[config.mk]
export PLATFORM = sky130hd
export DESIGN_NAME = fetch_unit_flat
export DESIGN_NICKNAME = d
export VERILOG_FILES = /design/src/rtl/cpu_pkg.sv /design/src/rtl/fetch_unit_if.sv /design/src/rtl/fetch_unit.sv /design/src/flat_wrapper.sv
export SDC_FILE = /design/constraint.sdc
export NUM_CORES = 1
export LEC_CHECK = 0
export ABC_AREA = 0
export BUFFER_PORTS_ARGS = -buffer_cell sky130_fd_sc_hd__buf_4
export CAP_MARGIN = 20
export CORE_ASPECT_RATIO = 0.7
export CORE_MARGIN = 5
export CORE_UTILIZATION = 45
export DETAILED_ROUTE_END_ITERATION = 10
export PLACE_DENSITY = 0.75
export SYNTH_ARGS = -nofsm -noshare
export SYNTH_HDL_FRONTEND = slang
export SYNTH_SLANG_ARGS = --single-unit
[constraint.sdc]
create_clock -name clk -period 2.4 [get_ports clk]
set_input_delay 0.24 -clock clk [delete_from_list [all_inputs] [get_ports clk]]
set_output_delay 0.24 -clock clk [all_outputs]
set_load 0.03 [all_outputs]
[src/rtl/cpu_pkg.sv]
// cpu_pkg: definitions shared by the fetch stage, its bus interface and
// the decoder side.
//   fetch_state_t : fetch sequencer states (IDLE, FETCH, ISSUE)
//   INSTR_W       : instruction word width
//   PC_W          : program counter / instruction address width; it matches
//                   the 8-bit jump immediate
//   INSTR_NOP     : word shown to the decoder whenever nothing is issued
package cpu_pkg;

  localparam int INSTR_W = 16;
  localparam int PC_W    = 8;

  localparam logic [INSTR_W-1:0] INSTR_NOP = 16'h0000;

  typedef enum logic [1:0] {
    IDLE  = 2'd0,
    FETCH = 2'd1,
    ISSUE = 2'd2
  } fetch_state_t;

endpackage

[src/rtl/fetch_unit_if.sv]
// fetch_unit_if: bus between the fetch stage, instruction memory, the
// decoder and the branch-condition logic.
//
// Handshakes (both use strict valid/ready-style semantics):
//   - Memory side: imem_req is held high with imem_addr stable until a
//     cycle in which imem_valid=1. That cycle transfers imem_rdata.
//     imem_valid is ignored while imem_req=0.
//   - Decoder side: instr_valid is held high with instr stable until a
//     cycle in which instr_ready=1. That cycle retires the instruction.
//     br_taken/br_target are sampled only in that same cycle.
//
// Modports:
//   master : the fetch unit (drives req/addr/instr/instr_valid)
//   slave  : memory + decoder + branch logic
interface fetch_unit_if;
  import cpu_pkg::*;

  logic               imem_req;
  logic [PC_W-1:0]    imem_addr;
  logic [INSTR_W-1:0] imem_rdata;
  logic               imem_valid;

  logic [INSTR_W-1:0] instr;
  logic               instr_valid;
  logic               instr_ready;

  logic               br_taken;
  logic [PC_W-1:0]    br_target;

  modport master (
    output imem_req, imem_addr, instr, instr_valid,
    input  imem_rdata, imem_valid, instr_ready, br_taken, br_target
  );

  modport slave (
    input  imem_req, imem_addr, instr, instr_valid,
    output imem_rdata, imem_valid, instr_ready, br_taken, br_target
  );

endinterface

[src/rtl/fetch_unit.sv]
// fetch_unit: instruction fetch stage upstream of the decoder.
//
// Holds the program counter and fetches one 16-bit instruction at a time.
// It requests the word from instruction memory, latches it into ir, and
// then presents it to the decoder until it is accepted. On acceptance, a
// taken jump redirects pc to the jump target. Otherwise pc advances by
// one and wraps.
//
// Ports:
//   clk, rst_n : rising-edge clock, asynchronous active-low reset
//   run        : level, fetch continuously while high
//   step       : one-cycle pulse, fetch exactly one instruction from IDLE
//   bus        : fetch_unit_if.master (memory + decoder + branch signals)
//   pc         : current program counter (equals bus.imem_addr)
//   retired    : count of accepted instructions, wraps at 2^CNT_W
//   busy       : high whenever the sequencer is not IDLE
//   dbg_state  : current sequencer state
module fetch_unit
  import cpu_pkg::*;
#(
  parameter int CNT_W = 16
) (
  input  logic             clk,
  input  logic             rst_n,
  input  logic             run,
  input  logic             step,
  fetch_unit_if.master     bus,
  output logic [PC_W-1:0]  pc,
  output logic [CNT_W-1:0] retired,
  output logic             busy,
  output fetch_state_t     dbg_state
);

  fetch_state_t       state_q,   state_d;
  logic [PC_W-1:0]    pc_q,      pc_d;
  logic [INSTR_W-1:0] ir_q,      ir_d;
  logic [CNT_W-1:0]   retired_q, retired_d;

  always_comb begin
    state_d   = state_q;
    pc_d      = pc_q;
    ir_d      = ir_q;
    retired_d = retired_q;
    unique case (state_q)
      IDLE: begin
        if (run || step) state_d = FETCH;
      end
      FETCH: begin
        // Each fetch runs to completion. A run drop or a step pulse here
        // has no effect until the instruction retires.
        if (bus.imem_valid) begin
          ir_d    = bus.imem_rdata;
          state_d = ISSUE;
        end
      end
      ISSUE: begin
        if (bus.instr_ready) begin
          pc_d      = bus.br_taken ? bus.br_target : pc_q + PC_W'(1);
          retired_d = retired_q + CNT_W'(1);
          state_d   = run ? FETCH : IDLE;
        end
      end
      default: state_d = IDLE;
    endcase
  end

  always_ff @(posedge clk or negedge rst_n) begin
    if (!rst_n) begin
      state_q   <= IDLE;
      pc_q      <= '0;
      ir_q      <= INSTR_NOP;
      retired_q <= '0;
    end else begin
      state_q   <= state_d;
      pc_q      <= pc_d;
      ir_q      <= ir_d;
      retired_q <= retired_d;
    end
  end

  // All outputs decode registered state only, so they move only on clock
  // edges or on reset. Forcing NOP outside ISSUE keeps the combinational
  // decoder from acting on a stale ir.
  assign bus.imem_req    = (state_q == FETCH);
  assign bus.imem_addr   = pc_q;
  assign bus.instr_valid = (state_q == ISSUE);
  assign bus.instr       = (state_q == ISSUE) ? ir_q : INSTR_NOP;

  assign pc        = pc_q;
  assign retired   = retired_q;
  assign busy      = (state_q != IDLE);
  assign dbg_state = state_q;

endmodule

[src/flat_wrapper.sv]
// flat-port wrapper written by rule: the top's interface ports become plain ports
module fetch_unit_flat import cpu_pkg::*;
#(
  parameter int CNT_W = 16
)
  (clk, rst_n, run, step, pc, retired, busy, dbg_state, bus_imem_req, bus_imem_addr, bus_instr, bus_instr_valid, bus_imem_rdata, bus_imem_valid, bus_instr_ready, bus_br_taken, bus_br_target);
  fetch_unit_if bus_i ();
  input  logic clk;
  input  logic rst_n;
  input  logic run;
  input  logic step;
  output logic [PC_W-1:0] pc;
  output logic [CNT_W-1:0] retired;
  output logic busy;
  output fetch_state_t dbg_state;
  output wire logic [$bits(bus_i.imem_req)-1:0] bus_imem_req;
  output wire logic [$bits(bus_i.imem_addr)-1:0] bus_imem_addr;
  output wire logic [$bits(bus_i.instr)-1:0] bus_instr;
  output wire logic [$bits(bus_i.instr_valid)-1:0] bus_instr_valid;
  input wire logic [$bits(bus_i.imem_rdata)-1:0] bus_imem_rdata;
  input wire logic [$bits(bus_i.imem_valid)-1:0] bus_imem_valid;
  input wire logic [$bits(bus_i.instr_ready)-1:0] bus_instr_ready;
  input wire logic [$bits(bus_i.br_taken)-1:0] bus_br_taken;
  input wire logic [$bits(bus_i.br_target)-1:0] bus_br_target;
  assign bus_imem_req = bus_i.imem_req;
  assign bus_imem_addr = bus_i.imem_addr;
  assign bus_instr = bus_i.instr;
  assign bus_instr_valid = bus_i.instr_valid;
  assign bus_i.imem_rdata = bus_imem_rdata;
  assign bus_i.imem_valid = bus_imem_valid;
  assign bus_i.instr_ready = bus_instr_ready;
  assign bus_i.br_taken = bus_br_taken;
  assign bus_i.br_target = bus_br_target;
  fetch_unit #(.CNT_W(CNT_W)) u_core (.clk(clk), .rst_n(rst_n), .run(run), .step(step), .bus(bus_i), .pc(pc), .retired(retired), .busy(busy), .dbg_state(dbg_state));
endmodule
# --- Yosys cells after proc, flatten, opt, wreduce, memory -nomap -nowiden ---
# Cells that the tools add are included.
totals:
  rom_bits: 0
  n_memories: 0
  latchBits: 0
  mem_bits_rw: 0
  word_cells: 24
  reg_bits: 42
  inputBits: 31
classes:
  n_lt_le_gt_ge: 0
  mux: 7
  n_shift: 0
  n_bitwise: 0
  div: 0
  eq_ne: 5
  mul: 0
  n_reduce_logical: 6
  n_addsub: 2
op_table:
  columns: ["op", "count"]
  rows:
  - ["16-bit by 1-bit adder with 16-bit output, second input constant", 1]
  - ["16-bit 2-to-1 mux", 1]
  - ["8-bit by 1-bit adder with 8-bit output, second input constant", 1]
  - ["8-bit 2-to-1 mux", 1]
  - ["2-bit 2-to-1 mux", 3]
  - ["2-bit by 1-bit inequality test with 1-bit output, second input constant", 3]
  - ["2-bit one-hot mux with 3 select lines", 1]
  - ["2-bit AND reduction", 2]
  - ["3-bit AND reduction", 1]
  - ["2-bit by 1-bit equality test with 1-bit output, second input constant", 1]
  - ["2-bit equality test, second input constant", 1]
  - ["2-bit zero test", 1]
  - ["2-bit nonzero test", 1]
  - ["1-bit logical OR", 1]
  - ["1-bit 2-to-1 mux", 1]

# --- Longest topological paths before layout ---
depth:
  ltp_word: 3
  depth_mapped: 6
  mapped_depth_nobuf: 5

# --- Worst setup path before layout ---
# OpenSTA, ideal clock, no wires.
synth_timing:
  path_type: "flip-flop to output port"
  startpoint: "reg u_core.state_q[0] (netlist: u_core.dbg_state[0])"
  endpoint: "out bus_instr[10]"
  path_stages_with_launch: 5
  required_ns: 2.160
  path_buffers: 1
  arrival_ns: 1.677
  setup_slack_ns: 0.483
  cell_sequence: "dfrtp_1 > nand2b_1 > inv_1 > clkbuf_1 > and2_1"
synth_via:
  elab_chain_len: 2
synth_lines:
  columns: ["element", "line_no", "text"]
  rows:
  - ["start: declaration", "fetch_unit.sv:34", "fetch_state_t state_q, state_d;"]
  - ["start signal: assignment", "fetch_unit.sv:74", "state_q <= state_d;"]
  - ["2-bit equality test", null, null]
  - ["net bus_instr_valid", "flat_wrapper.sv:19", "output wire logic [$bits(bus_i.instr_valid)-1:0] bus_instr_valid;"]
  - ["16-bit 2-to-1 mux", "fetch_unit.sv:87", "assign bus.instr = (state_q == ISSUE) ? ir_q : INSTR_NOP;"]
  - ["end: declaration", "flat_wrapper.sv:18", "output wire logic [$bits(bus_i.instr)-1:0] bus_instr;"]
# The timed path passes the listed nets, and every way through them passes these cells.

# --- Final worst setup path ---
layout_timing:
  startpoint: "reg u_core.state_q[0] (netlist: u_core.dbg_state[0])"
  endpoint: "out bus_instr[0]"
layout_via:
  elab_chain_len: 2
layout_lines:
  columns: ["element", "line_no"]
  rows:
  - ["2-bit equality test", "fetch_unit.sv:87"]
  - ["16-bit 2-to-1 mux", "fetch_unit.sv:87"]
# Every way passes these cells.

==> metrics <==
fillers 368; initial core utilization 0.469; number of global-route vias before repair between 1,500 and 2,000; first-pass GRT wire length approximately 7800 um; TritonCTS buffer count 5; Synth Area per Inst about 11 sq um; Achievable Freq about 0.52 GHz; clk sinks 42; Mapped Nets approximately 230; CP max FO 17; Hold Crit Class in2reg; cts repair resizes 0; crit end category output pin; async set-reset flop share out of synthesis 1.00; Total Routed Length 4720 um; fin nets slightly above 300; final hold vios 0; Tmin final between 1.5 and 2 ns; Synth cell types 33; final setup violation count 0; post-route ant nets 0; FF-to-FF setup slack ~0.85 ns; Post-Syn Area between 2000 and 2500 sq um; Slew Limit Fails 0; Total GRT Usage 0.162; CP Class reg2out; count of input and output buffers 83; setup bufs post-CTS 0; grt ovf 0; WL per Instance roughly 15 um; max cap viols 0; worst-skew pair later-pin latency 0.29 ns; Area growth, synth to finish 34.3%; Leak between 1 and 1.5 nW; largest net degree at the start of global routing 43; Core ar. roughly 4400 sq um; routability cong. 0.698; R2R Path End u_core.retired[13]; Worst slew margin 0.635; DR vias roughly 1,600; CTS Hold Bufs 1; # diodes 0; worst setup path startpoint u_core.dbg_state[0]; Post-synth top flop dfrtp_1; FF-to-FF path depth 4; RSZ-0062 raised after global routing no; root buf cell clkbuf_8; Post-synth EDFFs 0; worst reg2reg path startpoint u_core.retired[6]; period utilization 0.794; H-tree lvl count 2; Ports between 80 and 90; Mapped Cells between 150 and 200; outcome finished clean; Cell Pwr Density about 1200 nW/um^2; sequential share of the synthesized area 0.512; Synthesis Warnings 0; Critical Path RT about 2.2 ns; layout cell share with drive strength beyond 1 0.407; Startpoint Class flop; TritonCTS clock tree done; clock buffer depth 2; clk_skew about 0.0024 ns; DRT iter0 DRCs 55; Synth Register Bits 42; initial antenna violation count 0; height of the chip 66.5 um; Worst EP arrival between 1.5 and 2 ns; die area slightly above 6000 sq um; Worst-path clk slew about 0.080 ns; Remaining DRCs 0; Via density between 4 and 5; Max IR drop VDD around 1.0 mV; worst slew pin tran between 0.5 and 0.6 ns; setup TNS 0 ns; # rows 20; crit path capture bus_instr[0]; Final HPWL DP ~3400 um; pre-CTS WS roughly 0.8 ns; die width about 91 um; setup ws final 0.495 ns; detailed-router iteration count before antenna repair 4
## flip-flops by register name, summed over array words and instances, names as in the netlist
name and flops:
u_core.dbg_state 2, u_core.retired 16, u_core.bus.imem_addr 8, u_core.ir_q 16
## layer usage
layer / share of wire / vias up / track usage
met1: 0.47 / 743 / 0.198
li1: - / 800 / -
met5: 0 / - / 0
met4: 0.0083 / 0 / 0.0558
met3: 0.11 / 7 / 0.0801
met2: 0.41 / 62 / 0.252
## critical path, stage by stage (launching register included)
cell,delay [ns]
dfrtp_1,0.43
nand2b_1,0.22
inv_1,0.36
and2_1,0.21
buf_4,0.16
## how the worst min path moves through the flow
stage                            startpoint                 endpoint  cells past startpoint
final                     bus_imem_rdata[4]           u_core.ir_q[4]                      2
after global routing      bus_imem_rdata[7]           u_core.ir_q[7]                      2
after CTS                 bus_imem_rdata[6]           u_core.ir_q[6]                      2
after detailed placement              rst_n           u_core.ir_q[4]                      1
after global placement                rst_n           u_core.ir_q[4]                      1
after floorplan                       rst_n  u_core.bus.imem_addr[0]                      0
## cells by family after synthesis
logic type      after synthesis  synth area share
mux                          18            0.0974
buf+inv                      17            0.0548
simple gates                 76             0.196
xor+xnor                     15            0.0639
fa+ha+maj                     2            0.0122
compound gates               23            0.0639
flops                        42             0.512
## Yosys cell counts (2+ instances only)
master,n,area [sq um]
dfrtp_1,42,1050
and2_1,16,100
mux2_2,16,180
nand2_1,15,56.3
nor2_1,12,45.0
xnor2_1,11,96.3
o21ai_0,10,50.1
buf_4,9,67.6
nand3_1,9,45.0
a21oi_1,6,30.0
nand4_1,5,31.3
and3_1,4,25.0
clkbuf_1,4,15.0
nor3_1,4,20.0
xor2_1,4,35.0
nand2b_1,3,18.8
a22oi_1,2,15.0
a31oi_1,2,12.5
buf_6,2,22.5
ha_1,2,25.0
inv_1,2,7.51
mux2i_1,2,20.0
## cell usage in the layout, fill, tap and decap left out, types with 5 or more instances in the layout
cell and count:
a21oi_1 6, and2_1 16, buf_4 83, clkbuf_8 5
dfrtp_1 42, mux2_2 16, nand2_1 15, nand3_1 9
nand4_1 5, nor2_1 12, o21ai_0 10, xnor2_1 11
## through the flow
| step | util | total power, mW | instances | hold WS, ns | area (sq um) |
|---|---|---|---|---|---|
| 5_1_grt | 0.630 | 3.42 | 325 | 0.160 | 2760 |
| 2_1_floorplan | - | 2.20 | 193 | -0.0556 | 2050 |
| 3_3_place_gp | 0.603 | 2.66 | 316 | 0.265 | 2640 |
| 3_5_place_dp | 0.603 | 2.69 | 316 | 0.261 | 2640 |
| 4_1_cts | 0.630 | 3.25 | 325 | 0.168 | 2760 |
| 6_report | 0.630 | 3.22 | 325 | 0.173 | 2760 |
## layout make-up
class	instances	area, sq um	area share
clock inverters	3	40.0	0.0145
repair buffers	84	633	0.229
clock buffers	5	68.8	0.0249
well taps	55	68.8	0.0249
multi-input cells	134	891	0.323
flip-flops and latches	42	1050	0.381
inverters	2	7.51	0.00272
## where the power goes
group / switching, mW / internal [mW]
combinational: 0.874 / 0.622
sequential: 0.226 / 0.950
clock: 0.246 / 0.306
Note: power is estimated with default switching activity, not from simulation.
